===== src/rtl/uart_pkg.sv =====
// Shared types, line levels and parity helper for the UART receive path.
package uart_pkg;

  typedef enum logic [2:0] {
    ST_IDLE   = 3'd0,
    ST_START  = 3'd1,
    ST_DATA   = 3'd2,
    ST_PARITY = 3'd3,
    ST_STOP   = 3'd4
  } rx_state_e;

  localparam logic LINE_IDLE  = 1'b1;
  localparam logic LINE_START = 1'b0;
  localparam logic LINE_STOP  = 1'b1;

  function automatic logic parity_reduce(input logic [7:0] data, input logic par_bit);
    return (^data) ^ par_bit;
  endfunction

endpackage


===== src/rtl/uart_rx_sync.sv =====
// Two-flop synchroniser for the rx pin plus a previous-value flop for start-edge detection.
module uart_rx_sync
  import uart_pkg::*;
(
  input  logic clk,
  input  logic rst,
  input  logic rx_in,
  output logic line_s,
  output logic fall_edge
);

  logic sync1_q;
  logic sync2_q;
  logic prev_q;

  // Synchroniser chain; every stage resets to the idle line level
  always_ff @(posedge clk or posedge rst) begin
    if (rst) begin
      sync1_q <= LINE_IDLE;
      sync2_q <= LINE_IDLE;
      prev_q  <= LINE_IDLE;
    end else begin
      sync1_q <= rx_in;
      sync2_q <= sync1_q;
      prev_q  <= sync2_q;
    end
  end

  assign line_s    = sync2_q;
  assign fall_edge = (sync2_q == LINE_START) && (prev_q == LINE_IDLE);

endmodule


===== src/rtl/uart_rx_core.sv =====
// UART receiver with a one-entry valid/ready holding register (8N1 by default).
// Optional parity stage is enabled by defining UART_RX_PARITY_EN.
module uart_rx_core
  import uart_pkg::*;
#(
  parameter int BAUD_DIV   = 104,
  parameter int DATA_BITS  = 8,
  parameter int PARITY_ODD = 0
) (
  input  logic       clk,
  input  logic       rst,
  input  logic       rx_in,
  input  logic       rx_ready,
  input  logic       err_clr,
  output logic [7:0] rx_data,
  output logic       rx_valid,
  output logic       frame_err,
  output logic       overrun,
  output logic       busy
`ifdef UART_RX_PARITY_EN
  ,output logic      parity_err
`endif
);

  localparam int               CNT_W    = (BAUD_DIV > 1) ? $clog2(BAUD_DIV) : 1;
  localparam logic [CNT_W-1:0] CNT_ZERO = {CNT_W{1'b0}};
  localparam logic [CNT_W-1:0] CNT_ONE  = CNT_W'(1);
  localparam logic [CNT_W-1:0] HALF_M1  = CNT_W'(BAUD_DIV / 2 - 1);
  localparam logic [CNT_W-1:0] FULL_M1  = CNT_W'(BAUD_DIV - 1);
  localparam logic [2:0]       LAST_BIT = 3'(DATA_BITS - 1);
  localparam int               RJ       = 8 - DATA_BITS;
`ifdef UART_RX_PARITY_EN
  localparam rx_state_e        AFTER_DATA = ST_PARITY;
  localparam logic             PAR_ODD    = (PARITY_ODD != 0) ? 1'b1 : 1'b0;
`else
  localparam rx_state_e        AFTER_DATA = ST_STOP;
`endif

  logic line_s;
  logic fall_edge_s;

  rx_state_e        state_q, state_d;
  logic [CNT_W-1:0] cnt_q, cnt_d;
  logic [2:0]       bit_q, bit_d;
  logic [7:0]       shift_q, shift_d;
  logic [7:0]       data_q, data_d;
  logic             valid_q, valid_d;
  logic             ferr_q, ferr_d;
  logic             overrun_q, overrun_d;
  logic             busy_q, busy_d;
  logic             good_s;
  logic             hs_s;
  logic             par_ok_s;
  logic [7:0]       rjust_s;
`ifdef UART_RX_PARITY_EN
  logic             par_q, par_d;
  logic             perr_q, perr_d;
`endif

  uart_rx_sync u_sync (
    .clk       (clk),
    .rst       (rst),
    .rx_in     (rx_in),
    .line_s    (line_s),
    .fall_edge (fall_edge_s)
  );

  assign hs_s    = valid_q & rx_ready;
  assign rjust_s = shift_q >> RJ;
`ifdef UART_RX_PARITY_EN
  assign par_ok_s = (parity_reduce(rjust_s, par_q) == PAR_ODD);
`else
  assign par_ok_s = 1'b1;
`endif

  // Frame FSM next state: the baud counter restarts on every state entry and sample point
  always_comb begin
    state_d = state_q;
    cnt_d   = cnt_q + CNT_ONE;
    bit_d   = bit_q;
    shift_d = shift_q;
    ferr_d  = 1'b0;
    good_s  = 1'b0;
`ifdef UART_RX_PARITY_EN
    par_d   = par_q;
    perr_d  = 1'b0;
`endif
    case (state_q)
      ST_IDLE: begin
        cnt_d = CNT_ZERO;
        if (fall_edge_s) state_d = ST_START;
        else             state_d = ST_IDLE;
      end
      ST_START: begin
        if (cnt_q == HALF_M1) begin
          cnt_d = CNT_ZERO;
          bit_d = 3'd0;
          if (line_s == LINE_START) state_d = ST_DATA;
          else                      state_d = ST_IDLE;
        end else begin
          state_d = ST_START;
        end
      end
      ST_DATA: begin
        if (cnt_q == FULL_M1) begin
          cnt_d   = CNT_ZERO;
          shift_d = {line_s, shift_q[7:1]};
          bit_d   = bit_q + 3'd1;
          if (bit_q == LAST_BIT) state_d = AFTER_DATA;
          else                   state_d = ST_DATA;
        end else begin
          state_d = ST_DATA;
        end
      end
`ifdef UART_RX_PARITY_EN
      ST_PARITY: begin
        if (cnt_q == FULL_M1) begin
          cnt_d   = CNT_ZERO;
          par_d   = line_s;
          state_d = ST_STOP;
        end else begin
          state_d = ST_PARITY;
        end
      end
`endif
      ST_STOP: begin
        if (cnt_q == FULL_M1) begin
          cnt_d   = CNT_ZERO;
          state_d = ST_IDLE;
`ifdef UART_RX_PARITY_EN
          perr_d  = ~par_ok_s;
`endif
          if (line_s == LINE_STOP) good_s = par_ok_s;
          else                     ferr_d = 1'b1;
        end else begin
          state_d = ST_STOP;
        end
      end
      default: begin
        state_d = ST_IDLE;
        cnt_d   = CNT_ZERO;
      end
    endcase
    busy_d = (state_d != ST_IDLE);
  end

  // Holding register: a handshake frees the slot in the same cycle a new frame lands
  always_comb begin
    data_d    = data_q;
    valid_d   = valid_q;
    overrun_d = overrun_q;
    if (err_clr) overrun_d = 1'b0;
    else         overrun_d = overrun_q;
    if (hs_s) valid_d = 1'b0;
    else      valid_d = valid_q;
    if (good_s) begin
      if (!valid_q || hs_s) begin
        data_d  = rjust_s;
        valid_d = 1'b1;
      end else begin
        overrun_d = 1'b1;
      end
    end else begin
      data_d = data_q;
    end
  end

  // State and output registers
  always_ff @(posedge clk or posedge rst) begin
    if (rst) begin
      state_q   <= ST_IDLE;
      cnt_q     <= CNT_ZERO;
      bit_q     <= 3'd0;
      shift_q   <= 8'h00;
      data_q    <= 8'h00;
      valid_q   <= 1'b0;
      ferr_q    <= 1'b0;
      overrun_q <= 1'b0;
      busy_q    <= 1'b0;
`ifdef UART_RX_PARITY_EN
      par_q     <= 1'b0;
      perr_q    <= 1'b0;
`endif
    end else begin
      state_q   <= state_d;
      cnt_q     <= cnt_d;
      bit_q     <= bit_d;
      shift_q   <= shift_d;
      data_q    <= data_d;
      valid_q   <= valid_d;
      ferr_q    <= ferr_d;
      overrun_q <= overrun_d;
      busy_q    <= busy_d;
`ifdef UART_RX_PARITY_EN
      par_q     <= par_d;
      perr_q    <= perr_d;
`endif
    end
  end

  assign rx_data   = data_q;
  assign rx_valid  = valid_q;
  assign frame_err = ferr_q;
  assign overrun   = overrun_q;
  assign busy      = busy_q;
`ifdef UART_RX_PARITY_EN
  assign parity_err = perr_q;
`endif

endmodule


===== config.mk =====
export PLATFORM = sky130hd
export DESIGN_NAME = uart_rx_core
export DESIGN_NICKNAME = d
export VERILOG_FILES = /design/src/rtl/uart_pkg.sv /design/src/rtl/uart_rx_sync.sv /design/src/rtl/uart_rx_core.sv
export SDC_FILE = /design/constraint.sdc
export NUM_CORES = 1
export LEC_CHECK = 0
export CAP_MARGIN = 20
export CORE_MARGIN = 1.5
export CORE_UTILIZATION = 55
export DETAILED_ROUTE_END_ITERATION = 12
export DONT_BUFFER_PORTS = 1
export GPL_ROUTABILITY_DRIVEN = 0
export PLACE_DENSITY = 0.7
export SETUP_SLACK_MARGIN = 0.4
export SYNTH_ARGS = -nofsm -noshare
export SYNTH_HDL_FRONTEND = slang
export SYNTH_SLANG_ARGS = --single-unit

===== constraint.sdc =====
create_clock -name clk -period 2.3 [get_ports clk]
set_input_delay 0.23 -clock clk [delete_from_list [all_inputs] [get_ports clk]]
set_output_delay 0.23 -clock clk [all_outputs]
set_load 0.03 [all_outputs]

==> flow_summary.ini <==
[clocking]
cts_buffers = 5
cts_tree = done
clock_tree.buffer_depth = 2
clk_pin_slew_worst_paths_ns = 0.10
cts_sinks = 36
htree_levels = 2
insertion_delay_ns = 0.33
cts-root-buf = clkbuf_4

[finish]
final_area_sq_um = 1750
syn_to_final_growth_pct = 12.6
final_common_cell = dfrtp_1
layout_common_cells = dfrtp_1 (33), mux2_2 (17), nor2_1 (13)
final_util_pct = 64.7
drive_above_1_share_pct = 30.1
layoutNonFillerInstCount = 167
nets = 143
num_antenna_cells = 0
nFillCells = 198
regArea_sq_um = 905
multi_input_area_sq_um = 652

[floorplan]
start_util_pct = 57.5
pin_count = 17
core_area_sq_um = 2710
die_h_um = 56.2
die_w_um = 56.2
dieArea_sq_um = 3160
rows = 19

[routing]
routed_wl_um = 2480
routedWlPerCell_um = 14.9
drc = 0
first_iter_violations = 38
vias = 962
routed_via_density = 5.76
drtAntennaViolNets = 0
dr.pass1.iters = 4

[flow_run]
cap_violations = 0

[timing]
slew_violations = 0
slew_headroom_pct = 69.6
finalSetupViolCount = 0
layout_worst_path_cycle_share_pct = 78.0
worst_pin_slew_ns = 0.456
fmax_mhz = 557
tns_ns = 0
min_period_ns = 1.79
hold_viol = 0
skew_ns = 0.00912
rsz0062_at_grt = false

[synth]
seq_area_frac_synth_pct = 58.1
syn_area_sq_um = 1560
yosysWarnings = 0
syn_nets = 130
ys_ff_latch = 36
syn_avg_cell_area_sq_um = 12.8
postSynthCellCount = 122
ys_types = 37

[placed_design]
placed_cells = 152
dpl.hpwl_um = 1610
placed_cell_area_sq_um = 1590
io_buffers = 0

[worst_setup_path]
crit_required_ns = 2.51
critPathLaunchType = register
worstSetupPathType = register to register
endpoint_kind = register
critical_path_arrival_ns = 2.00
cp_max_fo = 6

[power_and_ir_drop]
p_int_uw = 988
power_frac_comb_pct = 11.1
p_clk_share_pct = 32.3
p_sw_share_pct = 25.5
p_sw_uw = 338
p_per_area_nw_per_um2 = 756
irDropWorstVdd_uv = 537
p_seq_share_pct = 56.6
p_leak_nw = 0.828

[global_route]
antenna_found_initial = 0
overflow = 0
grt_max_degree = 25
grt_pass1_wl_um = 4180
track_usage_pct = 17.4
grt_pass1_vias = 931

[worst_hold_path]
hold_class = primary input to register

[run_status]
outcome = finished clean
-- cell type report --
type	instances	area share (%)
sequential	36	51.6
multi-input combinational	80	37.2
timing repair buffer	8	3.85
clock buffer	6	2.35
tap	31	2.21
clock inverter	2	2.00
inverter	4	0.856
-- synth_stat cells --
library cell  number  area [sq um]
a21oi_1            3          15.0
nand4_2            1          12.5
a22o_1             2          17.5
a31oi_1            1          6.26
or2b_1             2          15.0
buf_6              1          11.3
or3b_1             1          8.76
a211oi_2           1          12.5
nor2_2             1          6.26
mux2_2            17           191
nor3b_1            1          7.51
nor2_1            13          48.8
nand3b_1           2          15.0
nand3_1            4          20.0
a21o_1             1          7.51
nor3_1             2          10.0
a31o_1             1          8.76
o22ai_1            1          6.26
nand2b_1           3          18.8
nor3b_4            1          18.8
a211o_1            1          8.76
o311a_1            1          10.0
ha_1               3          37.5
nor2b_2            1          8.76
buf_4              1          7.51
nor2b_1            1          6.26
dfstp_2            3          78.8
and3b_2            1          10.0
nand4_1            1          6.26
xor2_1             2          17.5
xnor2_1            3          26.3
nand2_1            4          15.0
nor4_1             2          12.5
o21ai_0            1          5.00
dfrtp_1           33           826
inv_1              4          15.0
and3b_1            1          8.76
-- logic make-up after synthesis --
| kind of cell | after synthesis | synth area share (%) |
|---|---|---|
| and+or+nand+nor | 42 | 16.0 |
| DFF | 36 | 58.1 |
| adders and majority gates | 3 | 2.41 |
| xor gates and xnor gates | 5 | 2.81 |
| muxes | 17 | 12.3 |
| AOI/OAI and AO/OA | 13 | 6.27 |
| buffers and inverters | 6 | 2.17 |
-- state kept, by name, summed over array words and instances (netlist names), 3 cells and up --
| signal | cells |
|---|---|
| rjust_s | 8 |
| rx_data | 8 |
| cnt_q | 7 |
| bit_q | 3 |
| state_q | 3 |
-- layer usage --
metal / routed length [um] / part of all wire, % / vias up / GRT usage (%)
met3: 132 / 5.3 / 6 / 6.74
met4: 40 / 1.6 / 0 / 6.12
met5: 0 / 0 / - / 0
li1: - / - / 453 / -
met1: 1170 / 47 / 473 / 23.1
met2: 1140 / 46 / 30 / 26.2
-- worst max-delay path, stage by stage (launching register included) --
cell and delay (ns):
dfrtp_1 0.40, ha_2 0.24, nand3b_1 0.18, o311a_1 0.40, a211oi_4 0.35, nor2b_1 0.09
-- final timing paths --
kind,slack (ns),endpoint,cells after the start,start
min reg2reg,0.37,u_sync.line_s,0,u_sync.sync1_q
min in group asynchronous,0.35,cnt_q[2],2,rst
max reg2reg,0.51,cnt_q[1],5,cnt_q[0]
max,0.51,cnt_q[1],5,cnt_q[0]
min,0.12,rx_valid,2,rx_ready
max in group asynchronous,1.29,bit_q[0],3,rst
-- power by group through the flow --
stage | registers, mW | clock network [mW] | logic (mW)
final | 0.750 | 0.428 | 0.147
after global routing | 0.759 | 0.471 | 0.165
after CTS | 0.749 | 0.440 | 0.142
after detailed placement | 0.761 | 0 | 0.136
after global placement | 0.758 | 0 | 0.133
after floorplan | 0.748 | 0 | 0.114
-- through the flow --
| step | power (mW) | setup slack [ns] | hold slack, ns |
|---|---|---|---|
| floorplan | 0.862 | 0.583 | 0.234 |
| global placement | 0.891 | 0.352 | 0.149 |
| detailed placement | 0.897 | 0.264 | 0.152 |
| CTS | 1.33 | 0.413 | 0.0886 |
| global route | 1.40 | 0.398 | 0.137 |
| finish | 1.33 | 0.506 | 0.118 |
-- timing repair --
action / CTS / global route
pin swaps: 1 / 1
hold buffers: 3 / 0
endpoints found under the setup margin: 16 / 22
resized for setup: 2 / 5
hold endpoints to repair: 11 / 0
buffers inserted: 0 / 4
(Power assumes the default switching activity.)
